==> config.mk <==
export PLATFORM = sky130hd
export DESIGN_NAME = req_capture_latch
export DESIGN_NICKNAME = d
export VERILOG_FILES = /design/src/rtl/req_capture_latch.sv
export SDC_FILE = /design/constraint.sdc
export NUM_CORES = 1
export LEC_CHECK = 0
export BUFFER_PORTS_ARGS = -buffer_cell sky130_fd_sc_hd__buf_4
export CAP_MARGIN = 20
export CELL_PAD_IN_SITES_DETAIL_PLACEMENT = 2
export CELL_PAD_IN_SITES_GLOBAL_PLACEMENT = 2
export CORE_ASPECT_RATIO = 1.75
export CORE_MARGIN = 4
export CORE_UTILIZATION = 36
export CTS_BUF_LIST = sky130_fd_sc_hd__clkbuf_8
export DETAILED_ROUTE_END_ITERATION = 10
export PLACE_DENSITY_LB_ADDON = 0.1
export RECOVER_POWER = 100
export SYNTH_ARGS = -nofsm -noshare
export SYNTH_HDL_FRONTEND = slang
export SYNTH_SLANG_ARGS = --single-unit
==> constraint.sdc <==
create_clock -name clk -period 2.18 [get_ports clk]
set_clock_uncertainty 0.15 [all_clocks]
set_input_delay 0.327 -clock clk [delete_from_list [all_inputs] [get_ports clk]]
set_output_delay 0.327 -clock clk [all_outputs]
set_load 0.03 [all_outputs]
==> src/rtl/req_capture_latch.sv <==
// ---------------------------------------------------------------------------
// req_capture_latch
//
// Input stage in front of the 16-bit priority encoder. Each asynchronous
// request line is synchronised, then either its rising edge or its level is
// captured into a sticky pending bit. The pending vector feeds the encoder.
// The consumer clears serviced bits by index, or clears everything at once.
// A per-line overflow flag records edge events that arrived while the line
// was already pending, which means those events were lost.
//
// Ports:
//   clk          clock
//   rst_n        asynchronous active-low reset
//   ena          capture enable; when low no pending bit is set
//   mode_level   0 = rising-edge capture, 1 = level capture
//   req_in       asynchronous request lines [N-1:0]
//   clr_valid    one-cycle strobe that clears pending[clr_index]
//   clr_index    index to clear; values >= N are ignored
//   clr_all      clears all pending and all overflow bits
//   pending      sticky pending vector (registered)
//   any_pending  registered OR of the pending vector
//   overflow     sticky per-line lost-event flags (registered)
// ---------------------------------------------------------------------------
module req_capture_latch #(
    parameter int unsigned N           = 16,
    parameter int unsigned SYNC_STAGES = 2,
    parameter int unsigned IDX_W       = 4
) (
    input  logic             clk,
    input  logic             rst_n,
    input  logic             ena,
    input  logic             mode_level,
    input  logic [N-1:0]     req_in,
    input  logic             clr_valid,
    input  logic [IDX_W-1:0] clr_index,
    input  logic             clr_all,
    output logic [N-1:0]     pending,
    output logic             any_pending,
    output logic [N-1:0]     overflow
);

    // -----------------------------------------------------------------------
    // Synchroniser chain and edge-history flop. These run regardless of ena
    // so that re-enabling capture never sees a stale edge.
    // -----------------------------------------------------------------------
    logic [N-1:0] sync_q [SYNC_STAGES];
    logic [N-1:0] s;
    logic [N-1:0] s_d_q;

    always_ff @(posedge clk or negedge rst_n) begin
        if (!rst_n) begin
            for (int unsigned k = 0; k < SYNC_STAGES; k++) begin
                sync_q[k] <= '0;
            end
            s_d_q <= '0;
        end else begin
            sync_q[0] <= req_in;
            for (int unsigned k = 1; k < SYNC_STAGES; k++) begin
                sync_q[k] <= sync_q[k-1];
            end
            s_d_q <= s;
        end
    end

    assign s = sync_q[SYNC_STAGES-1];

    // -----------------------------------------------------------------------
    // Event detection and clear decode
    // -----------------------------------------------------------------------
    logic [N-1:0] ev;
    logic [N-1:0] set;
    logic [N-1:0] clr;

    always_comb begin
        ev  = '0;
        set = '0;
        if (mode_level) begin
            ev = s;
        end else begin
            ev = s & ~s_d_q;
        end
        set = ev & {N{ena}};
    end

    // Compare at 32 bits so an index >= N simply matches no line.
    always_comb begin
        clr = '0;
        for (int unsigned i = 0; i < N; i++) begin
            clr[i] = clr_all | (clr_valid & (32'(clr_index) == 32'(i)));
        end
    end

    // -----------------------------------------------------------------------
    // Pending and overflow next state. Set wins over clear so an event racing
    // a clear is never dropped; such a race is also not counted as overflow.
    // Level mode re-asserts every cycle, so it never reports overflow.
    // -----------------------------------------------------------------------
    logic [N-1:0] pending_d;
    logic [N-1:0] pending_q;
    logic [N-1:0] overflow_d;
    logic [N-1:0] overflow_q;
    logic [N-1:0] ovf_set;
    logic         any_pending_q;

    always_comb begin
        pending_d  = '0;
        ovf_set    = '0;
        overflow_d = '0;
        pending_d  = set | (pending_q & ~clr);
        ovf_set    = set & pending_q & ~clr & {N{~mode_level}};
        overflow_d = ovf_set | (overflow_q & ~clr);
    end

    always_ff @(posedge clk or negedge rst_n) begin
        if (!rst_n) begin
            pending_q     <= '0;
            overflow_q    <= '0;
            any_pending_q <= 1'b0;
        end else begin
            pending_q     <= pending_d;
            overflow_q    <= overflow_d;
            // Computed from the next value so it tracks |pending every cycle.
            any_pending_q <= |pending_d;
        end
    end

    assign pending     = pending_q;
    assign overflow    = overflow_q;
    assign any_pending = any_pending_q;

endmodule

==> impl_metrics.json <==
{
  "status": "finished clean",
  "synth_async_sr_flop_share_pct": 100,
  "hold_path.class": "primary input to flip-flop",
  "die_h_um": 127,
  "drt_iter0_drc": 92,
  "wl_per_cell_um": 18.6,
  "dp_hpwl_um": 5230,
  "ys_ff_latch": 81,
  "peakVddDrop_mv": 0.464,
  "synth_nets": 249,
  "finalHoldViolations": 0,
  "synth_cell_type_count": 35,
  "synth_area_per_cell_sq_um": 13.0,
  "ant_nets": 0,
  "numCtsBuffers": 9,
  "p_per_area_nw_per_um2": 828,
  "synth.top_cell.area_share_pct": 70.0,
  "synthTopCellsByCount": "dfrtp_1, nor2_1, nor3_1",
  "grt_max_degree": 35,
  "leakage_nw": 1.61,
  "area_growth_pct": 26.9,
  "drc": 0,
  "root_buffer": "clkbuf_8",
  "cp-end-kind": "flip-flop",
  "tightest_slew_ps": 834,
  "vias": 2060,
  "cts_tree": "done",
  "setup_violations": 0,
  "finalCritPeriodShare_pct": 90.3,
  "yosysMostFrequentCell": "dfrtp_1",
  "synth-edff-count": 0,
  "rsz0062_at_grt": "no",
  "gr-usage-all-layers_pct": 17.9,
  "die_w_um": 75.8,
  "clockBufferDepth": 2,
  "numClockSinks": 81,
  "grt_pass1_vias": 2384,
  "min_period_ps": 1970,
  "final_nets": 335,
  "slew_viol_final": 0,
  "initial_core_util_pct": 36.6,
  "critPathArrivalTime_ps": 2050,
  "antenna_found_initial": 0,
  "power_mw": 3.04,
  "drt-total-wl_um": 7490,
  "relSlewSlack_pct": 44.4,
  "grt_pass1_wl_um": 12400,
  "n_antenna_cell": 0,
  "gp_congestion": 0.739,
  "ys_seq_area_share_pct": 70.0,
  "critPathKind": "flip-flop to flip-flop",
  "num_rows": 43,
  "io_buffer_count": 58,
  "synthCells": 223,
  "netlist_area_sq_um": 2890,
  "cts_max_level": 3,
  "yosys_warnings": 0,
  "clk_latency_ps": 340,
  "ys.flop_type": "dfrtp_1",
  "drive_gt1_share_pct": 17.3,
  "post_cts_buffers": 0,
  "die_area_sq_um": 9590,
  "dr.pass1.iters": 4,
  "tns_ps": 0,
  "critPathLaunchType": "flip-flop",
  "core-area_sq_um": 7910,
  "cts_resized": 0,
  "critPathMaxFanout": 2,
  "max_freq_mhz": 508,
  "clkTransAtPathRegs_ps": 80,
  "cp.required_ps": 2260,
  "viasPerCell": 5.11,
  "yosys.area.top_type": "dfrtp_1",
  "yosys-top-cells-area": "dfrtp_1, nor2_1, nand2b_1, a32o_1, nor3_1",
  "drv_cap": 0,
  "final_core_util_pct": 46.4,
  "grt_overflow": 0,
  "io_pins": 59
}
-- worst max-delay path, stage by stage (launching register included) --
cell and delay (ps):
dfrtp_1 330, inv_1 50, o211ai_1 300, o21ai_2 120
or4_4 550, nor4b_2 270, nand3_2 80
-- layer usage --
layer / wire, um / track usage [%]
met1: 2860 / 20.2
met2: 4210 / 31.2
met5: 0 / 0
met3: 288 / 3.25
met4: 138 / 8.03
-- power breakdown --
group / switching, mW / leakage, nW / internal, mW
Sequential: 0.0500 / 0.992 / 1.58
Combinational: 0.215 / 0.509 / 0.123
Clock: 0.497 / 0.106 / 0.578
Total: 0.762 / 1.61 / 2.28
-- cell type report --
| cell class | instances | area [sq um] |
|---|---|---|
| fill | 851 | 4240 |
| sequential | 81 | 2030 |
| multi-input combinational | 128 | 795 |
| timing repair buffer | 83 | 522 |
| clock buffer | 11 | 151 |
| tap | 90 | 113 |
| clock inverter | 4 | 43.8 |
| inverter | 6 | 22.5 |
-- per-stage QoR --
| stage | instance area [sq um] | cells | setup WS (ps) | hold slack [ps] |
|---|---|---|---|---|
| 2_1_floorplan | 2890 | 223 | 333 | -119 |
| 3_3_place_gp | 3470 | 371 | 20.0 | 155 |
| 3_5_place_dp | 3470 | 371 | 6.00 | 160 |
| 4_1_cts | 3840 | 403 | 190 | 178 |
| 5_1_grt | 3670 | 403 | 104 | 197 |
| 6_report | 3670 | 403 | 211 | 190 |
-- cells in the final DEF, fill, tap and decap left out, types with 5 or more instances in the layout --
master          n
a21oi_1         6
a32o_1          8
a41oi_1         5
buf_4          10
clkbuf_1       37
clkbuf_4       17
clkbuf_8       11
dfrtp_1        81
dlygate4sd3_1  17
inv_1           7
nand2_1         9
nand2b_1       13
nor2_1         31
nor3_1         16
o211ai_1        6
o21ai_0         5
-- final timing paths --
check,startpoint,end,slack [ps],depth (start not counted)
max in group asynchronous,rst_n,overflow[3],370,3
min reg2reg,sync_q[31],s[15],200,0
min in group asynchronous,rst_n,s_d_q[4],450,2
max,s_d_q[6],any_pending,210,6
min,clr_all,overflow[11],190,2
max reg2reg,s_d_q[6],any_pending,210,6
-- state kept, by name, summed over array words and instances (netlist names) --
| register | flops |
|---|---|
| overflow | 16 |
| pending | 16 |
| s | 16 |
| s_d_q | 16 |
| sync_q | 16 |
| any_pending | 1 |
-- logic make-up (layout without fill, tap and decap cells) --
family	Yosys count	count (layout)	synth area share, %
AND/OR/NAND/NOR	92	92	18.3
flip-flops	81	81	70.0
AO/OA/AOI/OAI	36	36	9.42
buffers and inverters	14	104	2.20
-- repair_timing --
| item | CTS | global route |
|---|---|---|
| hold buffers | 17 | 0 |
| setup endpoints to repair | 0 | 0 |
| endpoints found under the hold margin | 48 | 0 |
Note: power is estimated with default switching activity, not from simulation.
